===== src/rtl/cordic_pkg.sv =====
// Shared widths, tag type and grant-counter helpers for the CORDIC request arbiter.
package cordic_pkg;

   localparam int DEF_N_REQ     = 4;
   localparam int DEF_XY_W      = 16;
   localparam int DEF_ANGLE_W   = 32;
   localparam int DEF_MAX_OUTST = 8;
   localparam int GRANT_CNT_W   = 16;

   typedef logic [$clog2(DEF_N_REQ)-1:0] tag_t;
   typedef logic [GRANT_CNT_W-1:0]       grant_cnt_t;

   // Counters stick at all-ones instead of wrapping back to zero.
   function automatic grant_cnt_t sat_inc(input grant_cnt_t v);
      return (v == '1) ? v : v + 1'b1;
   endfunction

endpackage


===== src/rtl/cordic_tag_fifo.sv =====
// In-order tag FIFO recording which requester owns each operation in flight in the rotator.
module cordic_tag_fifo
   import cordic_pkg::*;
#(
   parameter int DEPTH  = DEF_MAX_OUTST,
   parameter int DATA_W = $clog2(DEF_N_REQ)
) (
   input  logic                      clk,
   input  logic                      rst,
   input  logic                      push,
   input  logic [DATA_W-1:0]         push_data,
   input  logic                      pop,
   output logic [DATA_W-1:0]         pop_data,
   output logic                      full,
   output logic                      empty,
   output logic [$clog2(DEPTH):0]    count
);

   localparam int PTR_W = $clog2(DEPTH);
   localparam int CNT_W = PTR_W + 1;

   logic [DATA_W-1:0] mem_q [DEPTH];
   logic [DATA_W-1:0] mem_d [DEPTH];
   logic [PTR_W-1:0]  wp_q, wp_d;
   logic [PTR_W-1:0]  rp_q, rp_d;
   logic [CNT_W-1:0]  cnt_q, cnt_d;
   logic              do_push;
   logic              do_pop;

   assign full     = (cnt_q == CNT_W'(DEPTH));
   assign empty    = (cnt_q == '0);
   assign count    = cnt_q;
   assign pop_data = mem_q[rp_q];
   assign do_push  = push && !full;
   assign do_pop   = pop && !empty;

   // Pointers are PTR_W wide on a power-of-two depth, so they wrap on their own.
   always_comb begin
      mem_d = mem_q;
      wp_d  = wp_q;
      rp_d  = rp_q;
      cnt_d = cnt_q;
      if (do_push) begin
         mem_d[wp_q] = push_data;
         wp_d        = wp_q + 1'b1;
      end
      if (do_pop) begin
         rp_d = rp_q + 1'b1;
      end
      case ({do_push, do_pop})
         2'b10:   cnt_d = cnt_q + 1'b1;
         2'b01:   cnt_d = cnt_q - 1'b1;
         default: cnt_d = cnt_q;
      endcase
   end

   always_ff @(posedge clk or posedge rst) begin
      if (rst) begin
         wp_q  <= '0;
         rp_q  <= '0;
         cnt_q <= '0;
         for (int i = 0; i < DEPTH; i++) begin
            mem_q[i] <= '0;
         end
      end else begin
         wp_q  <= wp_d;
         rp_q  <= rp_d;
         cnt_q <= cnt_d;
         mem_q <= mem_d;
      end
   end

endmodule


===== src/rtl/cordic_arbiter.sv =====
// Round-robin arbiter sharing one CORDIC rotator among N_REQ requesters with in-order result routing.
// Optional per-requester grant counters are built when CORDIC_ARB_STATS_EN is defined.
module cordic_arbiter
   import cordic_pkg::*;
#(
   parameter int N_REQ     = DEF_N_REQ,
   parameter int XY_W      = DEF_XY_W,
   parameter int ANGLE_W   = DEF_ANGLE_W,
   parameter int MAX_OUTST = DEF_MAX_OUTST
) (
   input  logic                          clk,
   input  logic                          rst,
   input  logic [N_REQ-1:0]              req_valid,
   output logic [N_REQ-1:0]              req_ready,
   input  logic [N_REQ*XY_W-1:0]         req_x,
   input  logic [N_REQ*XY_W-1:0]         req_y,
   input  logic [N_REQ*ANGLE_W-1:0]      req_angle,
   output logic [N_REQ-1:0]              rsp_valid,
   input  logic [N_REQ-1:0]              rsp_ready,
   output logic [XY_W-1:0]               rsp_cos,
   output logic [XY_W-1:0]               rsp_sin,
   output logic                          cr_in_valid,
   input  logic                          cr_in_ready,
   output logic [XY_W-1:0]               cr_x,
   output logic [XY_W-1:0]               cr_y,
   output logic [ANGLE_W-1:0]            cr_angle,
   input  logic                          cr_out_valid,
   output logic                          cr_out_ready,
   input  logic [XY_W-1:0]               cr_cos,
   input  logic [XY_W-1:0]               cr_sin,
`ifdef CORDIC_ARB_STATS_EN
   output logic [N_REQ*GRANT_CNT_W-1:0]  grant_cnt,
`endif
   output logic [$clog2(MAX_OUTST):0]    outstanding
);

   localparam int TAG_W = $clog2(N_REQ);
   localparam int CNT_W = $clog2(MAX_OUTST) + 1;

   logic [TAG_W-1:0] rr_ptr_q, rr_ptr_d;
   logic [TAG_W-1:0] win;
   logic             found;
   logic             in_hs;
   logic             out_hs;
   logic             has_head;
   logic [TAG_W-1:0] head_tag;
   logic             fifo_full;
   logic             fifo_empty;
   logic [CNT_W-1:0] fifo_count;

   // Winner: first asserted request at or above rr_ptr, wrapping.
   always_comb begin
      win   = rr_ptr_q;
      found = 1'b0;
      for (int k = 0; k < N_REQ; k++) begin
         if (!found && req_valid[(int'(rr_ptr_q) + k) % N_REQ]) begin
            found = 1'b1;
            win   = TAG_W'((int'(rr_ptr_q) + k) % N_REQ);
         end
      end
   end

   // Issue side; the full flag is registered, so a pop this cycle cannot reopen issue until the next.
   always_comb begin
      cr_in_valid = !rst && found && !fifo_full;
      cr_x        = req_x[int'(win)*XY_W +: XY_W];
      cr_y        = req_y[int'(win)*XY_W +: XY_W];
      cr_angle    = req_angle[int'(win)*ANGLE_W +: ANGLE_W];
      in_hs       = cr_in_valid && cr_in_ready;
      req_ready   = '0;
      for (int i = 0; i < N_REQ; i++) begin
         req_ready[i] = in_hs && (win == TAG_W'(i));
      end
      rr_ptr_d = rr_ptr_q;
      if (in_hs) begin
         rr_ptr_d = (win == TAG_W'(N_REQ - 1)) ? '0 : win + 1'b1;
      end
   end

   // Return side: only the head tag's requester sees the result; everyone behind it waits.
   always_comb begin
      has_head     = !rst && !fifo_empty;
      cr_out_ready = has_head && rsp_ready[head_tag];
      out_hs       = cr_out_valid && cr_out_ready;
      rsp_cos      = cr_cos;
      rsp_sin      = cr_sin;
      rsp_valid    = '0;
      for (int i = 0; i < N_REQ; i++) begin
         rsp_valid[i] = has_head && cr_out_valid && (head_tag == TAG_W'(i));
      end
   end

   always_ff @(posedge clk or posedge rst) begin
      if (rst) begin
         rr_ptr_q <= '0;
      end else begin
         rr_ptr_q <= rr_ptr_d;
      end
   end

   cordic_tag_fifo #(
      .DEPTH  (MAX_OUTST),
      .DATA_W (TAG_W)
   ) u_tag_fifo (
      .clk       (clk),
      .rst       (rst),
      .push      (in_hs),
      .push_data (win),
      .pop       (out_hs),
      .pop_data  (head_tag),
      .full      (fifo_full),
      .empty     (fifo_empty),
      .count     (fifo_count)
   );

   assign outstanding = fifo_count;

`ifdef CORDIC_ARB_STATS_EN
   logic [N_REQ*GRANT_CNT_W-1:0] grant_cnt_q, grant_cnt_d;

   always_comb begin
      grant_cnt_d = grant_cnt_q;
      if (in_hs) begin
         grant_cnt_d[int'(win)*GRANT_CNT_W +: GRANT_CNT_W] =
            sat_inc(grant_cnt_q[int'(win)*GRANT_CNT_W +: GRANT_CNT_W]);
      end
   end

   always_ff @(posedge clk or posedge rst) begin
      if (rst) begin
         grant_cnt_q <= '0;
      end else begin
         grant_cnt_q <= grant_cnt_d;
      end
   end

   assign grant_cnt = grant_cnt_q;
`endif

endmodule


===== config.mk =====
export PLATFORM = sky130hd
export DESIGN_NAME = cordic_arbiter
export DESIGN_NICKNAME = d
export VERILOG_FILES = /design/src/rtl/cordic_pkg.sv /design/src/rtl/cordic_tag_fifo.sv /design/src/rtl/cordic_arbiter.sv
export SDC_FILE = /design/constraint.sdc
export NUM_CORES = 1
export LEC_CHECK = 0
export CAP_MARGIN = 30
export CORE_AREA = 2 2 161 163
export CTS_BUF_LIST = sky130_fd_sc_hd__clkbuf_16
export CTS_CLUSTER_DIAMETER = 200
export DETAILED_ROUTE_END_ITERATION = 10
export DIE_AREA = 0 0 163 165
export SLEW_MARGIN = 0
export SYNTH_ARGS = -nofsm -noshare
export SYNTH_HDL_FRONTEND = slang
export SYNTH_SLANG_ARGS = --single-unit
export TNS_END_PERCENT = 20

===== constraint.sdc =====
create_clock -name clk -period 3 [get_ports clk]
set_input_delay 0.45 -clock clk [delete_from_list [all_inputs] [get_ports clk]]
set_output_delay 0.45 -clock clk [all_outputs]
set_load 0.01 [all_outputs]

==> impl_results.md, run 1 <==
- Status: complete, but fails checks
- Violated checks: negative setup slack
- Mapped Area: 3920 um^2
- Synthesized net count: 702
- P_sw: 0.00237 W
- Reg2Reg Launch Point: u_tag_fifo.rp_q[0]$_DFFE_PP0P_
- Die width: 163 um
- CTS H-tree depth: 1
- Syn Inst Count: 392
- CP Buf/Inv Count: 1
- Stages on worst setup path: 12
- Slowest cell on the critical path: mux4_2
- Top cells by area, synth: mux2i_1 (49%), dfrtp_1 (18%), buf_4 (6.1%), mux2_2 (3.2%), ha_1 (2.9%)
- Arr. time, crit path: 3220 ps
- Final std cell area, no fill: 8330 um^2
- Slew Limit Fails: 0
- Largest net degree at the start of global routing: 29
- Power Density: 722 nW/um^2
- Worst R2R End: u_tag_fifo.count[3]$_DFFE_PP0P_
- Root Buffer: clkbuf_16
- Fillers: 2596
- Reg area: 702 um^2
- DP Area: 7970 um^2
- CP Max Fanout: 7
- Met2 WL post-DR: 9.81 mm
- Share of layout cells above drive strength 1: 0.211
- Tmin final: 3070 ps
- Ys async rst share: 1.00
- Max IR drop VDD: 0.000311 V
- Die H: 165 um
- Hold Path Sink: u_tag_fifo.mem_q[10]$_DFFE_PP0P_
- Global placement routability congestion: 0.798
- TritonCTS Sinks: 28
- Synthesis Warnings: 0
- F_max: 326 MHz
- Worst-path cell chain: mux2_4, mux4_2, mux4_2, nand2_2, inv_2, ha_4, ha_4, a21o_1, a21oi_2, xnor2_1, nor2_1, xnor2_1
- I/O pin count: 410
- Port buffer count: 345
- Top sig layer: met5
- Top cells by count, synth: mux2i_1 (193), buf_4 (32), dfrtp_1 (28)
- Routed vias/inst: 3.99
- First-pass GRT wire length: 26.6 mm
- TritonCTS clock tree: built
- DRT Wirelength: 19.5 mm
- Max transition margin: 0.606
- Yosys top cell area share: 0.493
- Family with the most delay on the worst path: multiplexers
- Total internal power: 0.00364 W
- Post-route worst setup slack: -67.2 ps
- # setup viols final: 1
- CP Capture Type: flip-flop
- Switch share: 0.394
- Via count: 4328
- Met3 routed WL: 1.63 mm
- CTS max path bufs: 2
- Sequential share of power: 0.124
- Worst Setup Path Type: flip-flop to flip-flop
- Drt pass-1 iters: 4
- Combinational power share: 0.810
- Dpl hpwl: 16.3 mm
- CTS Hold Bufs: 0
- Core footprint: 25000 um^2
- EDFF count, synth: 0
- Vias in the first global route: 4452
- Synthesis-to-layout area growth: 113%
- CTS clk-pin slew, worst paths: 70 ps
- CP peak stage delay: 520 ps
- WHS: 490 ps
- Count leader, synth: mux2i_1
- Initial DRC Count: 105
- Met1 Wirelength: 7.83 mm
- FF-to-FF path depth: 12
- Net count, final: 1065
- Most used DFF post-synth: dfrtp_1
- Worst hold-check path type: flip-flop to flip-flop
- Critical path origin: u_tag_fifo.rp_q[0]$_DFFE_PP0P_
- Clk pwr share: 0.065
- Standard-cell rows: 58
- Hold Path Depth: 1
- Crit path launch type: flip-flop
- Max Cap Viol: 0
- Routed length per instance: 18.0 um
- Worst-skew pair later-pin latency: 260 ps
- Antenna violations before repair: 2
- Setup Skew: 3.97 ps
- Multi-input gate area: 2980 um^2
- Seq/Total Area, Yosys: 0.179
- Total gr overflow: 0
- Synth Area per Inst: 9.99 um^2
- Yosys reg bits: 28
- RSZ-0062 raised after global routing: yes
- Final hold violation count: 0
- Yosys top cell by area: mux2i_1
- Req. time, crit path: 3150 ps
- Total GRT Usage: 0.132
- Tightest Pin Transition: 587 ps
- HP Start: u_tag_fifo.mem_q[10]$_DFFE_PP0P_
- Reg2reg setup slack: -70 ps
- Die area: 26900 um^2
- Fin crit share: 1.02
- Leak: 3.74 nW
- DRC Markers: 0
- CTS Buf Count: 3
- Cell variety after synth: 39
- Antenna Nets Post-Route: 0
- Starting Density: 0.156
-- what timing repair did --
action / in CTS / in global routing
setup endpoints to repair: 73 / 65
pin swaps: 2 / 5
cloned: 4 / 1
buffers inserted: 5 / 7
resized for setup: 188 / 41
-- area by class of cell --
type,instances,share of cell area
Timing Repair Buffer,417,0.489
Multi-Input combinational cell,291,0.358
Sequential cell,28,0.0843
Tap cell,330,0.0496
Clock buffer,3,0.00902
Inverter,14,0.00631
Clock inverter,1,0.00361
Antenna cell,1,0.000301
-- layer usage --
| metal | vias to the layer above | global-route usage |
|---|---|---|
| li1 | 2128 | - |
| met1 | 2000 | 0.166 |
| met2 | 186 | 0.227 |
| met3 | 12 | 0.0382 |
| met4 | 2 | 0.0217 |
| met5 | - | 0 |
-- cells by family (layout without fill, tap and decap cells) --
| group | after synthesis | in the layout | share of synthesized area |
|---|---|---|---|
| AND/OR/NAND/NOR | 37 | 37 | 0.0508 |
| adder cells (fa/ha/maj) | 10 | 10 | 0.0339 |
| XOR/XNOR | 8 | 8 | 0.0179 |
| flip-flops | 28 | 28 | 0.179 |
| other | 0 | 1 | 0 |
| AO/OA/AOI/OAI | 16 | 16 | 0.0256 |
| multiplexers | 220 | 220 | 0.586 |
| buffers and inverters | 73 | 435 | 0.106 |
-- layout by cell type (no fill, tap or decap), types with 3 or more instances in the layout --
cell type	n
nand2_1	7
mux2_2	11
and2_1	6
buf_16	4
mux2i_4	3
inv_1	12
xnor2_1	6
mux2_4	5
clkbuf_2	4
buf_4	55
dfrtp_1	27
dlygate4sd2_1	26
nor2_1	7
clkbuf_16	4
buf_2	31
buf_12	10
clkdlybuf4s15_2	3
clkdlybuf4s50_1	272
mux2_1	7
ha_1	7
mux2i_2	3
buf_6	3
clkdlybuf4s15_1	4
mux2i_1	187
-- state kept, by name (all words and copies together), names as in the netlist --
register          flops
rr_ptr_q              2
u_tag_fifo.wp_q       3
u_tag_fifo.rp_q       3
u_tag_fifo.count      4
u_tag_fifo.mem_q     16
-- worst register-to-register path, cell delays in order (launching register included) --
cell and delay, ps:
dfrtp_2 490, mux2_4 320, mux4_2 520, mux4_2 500, nand2_2 110, inv_2 40
ha_4 170, ha_4 200, a21o_1 150, a21oi_2 130, xnor2_1 120, nor2_1 70
xnor2_1 110
-- power by group through the flow --
stage	registers [W]	logic, W	clock network, W
6_report	0.000747	0.00487	0.000393
3_3_place_gp	0.000740	0.00465	0
5_1_grt	0.000779	0.00525	0.000420
4_1_cts	0.000751	0.00478	0.000402
2_1_floorplan	0.000677	0.00249	0
3_5_place_dp	0.000747	0.00466	0
-- how the worst max path moves through the flow --
stage | end | slack, ps
floorplan | u_tag_fifo.count[3]$_DFFE_PP0P_ | 40
detailed placement | cr_y[14] | -460
CTS | u_tag_fifo.count[3]$_DFFE_PP0P_ | -90
finish | u_tag_fifo.count[3]$_DFFE_PP0P_ | -70
global placement | cr_y[13] | -450
global route | u_tag_fifo.count[3]$_DFFE_PP0P_ | -190
-- metrics by stage --
step                utilization  setup WS [ps]  total power, W  TNS, ps  cells
detailed placement        0.318           -457         0.00540   -23950   1063
global route              0.333           -187         0.00645     -270   1085
global placement          0.318           -449         0.00539   -22860   1063
floorplan                     -           38.2         0.00317        0    392
CTS                       0.327          -91.2         0.00593     -437   1076
finish                    0.333          -67.2         0.00601    -67.2   1085
No activity file was read; power rests on OpenSTA's default activity.
==> run 2: changes to the inputs <==
CORE_AREA = 2 2 160 162   (was 2 2 161 163)
CTS_CLUSTER_SIZE = 25   (was not set)
DIE_AREA = 0 0 162 164   (was 0 0 163 165)
SYNTH_HIERARCHICAL = 1   (was not set)
==> run 2 against run 1 <==
Against the previous run:
- the flow still finishes with violations (negative setup slack)
- sequential share of layout area shrank 0.16 points
- hold slack gained 2.6 ps
- sequential power shrank 3.3%
- clock skew shrank 1.6 ps
- critical path type unchanged
==> impl_results.md, run 2 <==
- Status: complete, but fails checks
- Violated checks: negative setup slack
- # setup viols final: 1
- CTS H-tree depth: 1
- Yosys top cell area share: 0.199
- Vias in the first global route: 5218
- Reg area: 702 um^2
- Number of flip-flops in the largest register: 16
- Worst hold-check path type: flip-flop to flip-flop
- EDFF count, synth: 0
- CTS Buf Count: 3
- Core footprint: 24800 um^2
- TritonCTS Sinks: 28
- Max transition margin: 0.753
- Antenna Nets Post-Route: 0
- Worst-skew pair later-pin latency: 270 ps
- Top cells by area, synth: nand2_1 (20%), dfrtp_1 (18%), a32oi_1 (14%), a21oi_1 (8.8%), buf_4 (7.7%)
- Crit path launch type: flip-flop
- Req. time, crit path: 3130 ps
- CTS clk-pin slew, worst paths: 70 ps
- Most used DFF post-synth: dfrtp_1
- Fillers: 2616
- Root Buffer: clkbuf_16
- Tmin final: 3280 ps
- Port buffer count: 345
- CP Capture Type: flip-flop
- DRT Wirelength: 23.0 mm
- CP Max Fanout: 3
- Global placement routability congestion: 0.805
- Die width: 162 um
- Total gr overflow: 0
- Share of layout cells above drive strength 1: 0.203
- DRC Markers: 0
- Synth Area per Inst: 7.07 um^2
- Die H: 164 um
- F_max: 305 MHz
- Routed length per instance: 18.5 um
- Reg2reg setup slack: -280 ps
- Max Cap Viol: 0
- Total GRT Usage: 0.156
- Net count, final: 1228
- Fin crit share: 1.09
- Routed vias/inst: 4.45
- Multi-input gate area: 2750 um^2
- Post-Place Worst Slack: -566 ps
- Max IR drop VDD: 0.000285 V
- Power Density: 770 nW/um^2
- Top cells by count, synth: nand2_1 (205), a21oi_1 (68), a32oi_1 (64)
- First-pass GRT wire length: 31.6 mm
- Seq/Total Area, Yosys: 0.181
- Mapped Area: 3880 um^2
- Post-route worst setup slack: -279 ps
- Synthesis Warnings: 6
- Antenna violations before repair: 0
- Syn Inst Count: 548
- DP Area: 7960 um^2
- Via count: 5548
- Tightest Pin Transition: 369 ps
- Die area: 26600 um^2
- Worst Setup Path Type: flip-flop to flip-flop
- Synthesized net count: 858
- Leak: 3.54 nW
- Final hold violation count: 0
- Yosys reg bits: 28
- Most common cell after layout, fill and taps aside: clkdlybuf4s50_1
- Standard-cell rows: 58
- Synthesis-to-layout area growth: 119%
- Count leader, synth: nand2_1
- Most flops, register: u_tag_fifo/mem_q
- Setup Skew: 2.37 ps
- RSZ-0062 raised after global routing: yes
- Dpl hpwl: 17.5 mm
- Most frequent cells in the layout: clkdlybuf4s50_1 (271), nand2_1 (205), buf_4 (71)
- Arr. time, crit path: 3410 ps
- Ys async rst share: 1.00
- Slew Limit Fails: 0
- Starting Density: 0.156
- Initial DRC Count: 309
- CTS max path bufs: 2
- Cell variety after synth: 46
- Drt pass-1 iters: 4
- Final std cell area, no fill: 8490 um^2
- TritonCTS clock tree: built
- Yosys top cell by area: nand2_1
- Largest net degree at the start of global routing: 38
- I/O pin count: 410
run 2: cell count changes after synthesis, sizes merged, moves of 3 or more:
cell,change
and3,+4
inv,-3
buf,+18
and2,-5
nand2,+197
mux2,-3
a32oi,+64
nor4b,+3
a21oi,+63
clkbuf,+3
nor2,-3
mux2i,-192
run 2: cells by family after synthesis:
family | Yosys count | synth area share
and+or+nand+nor | 243 | 0.271
AOI/OAI and AO/OA | 143 | 0.255
buffers and inverters | 92 | 0.156
DFF | 28 | 0.181
muxes | 26 | 0.0897
adders and majority gates | 10 | 0.0342
xor gates and xnor gates | 6 | 0.0136
run 2: cell type report:
type	count	share of cell area
antenna	1	0.000295
sequential	28	0.0827
clock inverter	1	0.000442
multi-input combinational	428	0.324
inverter	12	0.00737
clock buffer	3	0.00884
tap	330	0.0486
timing repair buffer	445	0.527
run 2: critical path, cell delays in order, from the launching register on:
cell and delay (ps):
dfrtp_2 400, mux4_2 520, mux2_4 300, mux4_2 440, and2_4 160, o41ai_4 50
inv_2 100, ha_4 190, ha_4 220, or4b_4 480, o311ai_2 100, o211ai_1 160
run 2: through the flow:
| stage | std cells | hold WS, ps | setup TNS, ps | utilization | power, W |
|---|---|---|---|---|---|
| floorplan | 548 | 191 | -264 | - | 0.00326 |
| global placement | 1217 | 467 | -26330 | 0.321 | 0.00578 |
| detailed placement | 1217 | 471 | -26540 | 0.321 | 0.00583 |
| CTS | 1242 | 487 | -481 | 0.339 | 0.00652 |
| global route | 1247 | 514 | -454 | 0.342 | 0.00703 |
| finish | 1248 | 493 | -279 | 0.342 | 0.00654 |
run 2: per-layer routing:
metal / track usage / wire, um / vias up
li1: - / - / 2671
met1: 0.197 / 9370 / 2643
met2: 0.266 / 11100 / 217
met3: 0.0543 / 2370 / 17
met4: 0.0201 / 152 / 0
met5: 0 / 0 / -
run 2: path summary, 6_finish.rpt:
check,to,from,cells after the start
min reg2reg,u_tag_fifo/mem_q[3]$_DFFE_PP0P_,u_tag_fifo/mem_q[3]$_DFFE_PP0P_,1
max,u_tag_fifo/count[3]$_DFFE_PP0P_,u_tag_fifo/rp_q[0]$_DFFE_PP0P_,11
max reg2reg,u_tag_fifo/count[3]$_DFFE_PP0P_,u_tag_fifo/rp_q[0]$_DFFE_PP0P_,11
min in group asynchronous,rr_ptr_q[1]$_DFFE_PP0P_,rst,2
min,u_tag_fifo/mem_q[3]$_DFFE_PP0P_,u_tag_fifo/mem_q[3]$_DFFE_PP0P_,1
max in group asynchronous,u_tag_fifo/rp_q[0]$_DFFE_PP0P_,rst,3
run 2: repair_timing:
item / CTS / global route
resized for setup: 185 / 14
setup buffers: 13 / 6
hold buffers: 0 / 0
setup endpoints to repair: 71 / 55
pin swaps: 10 / 9
hold endpoints to repair: 0 / 0
gates cloned: 8 / 0
run 2: report_power, final:
part           switching [W]  total (W)  internal, W
Sequential          0.000162   0.000722     0.000559
Clock               0.000132   0.000311     0.000179
Combinational        0.00255    0.00551      0.00296
Total                0.00285    0.00654      0.00370
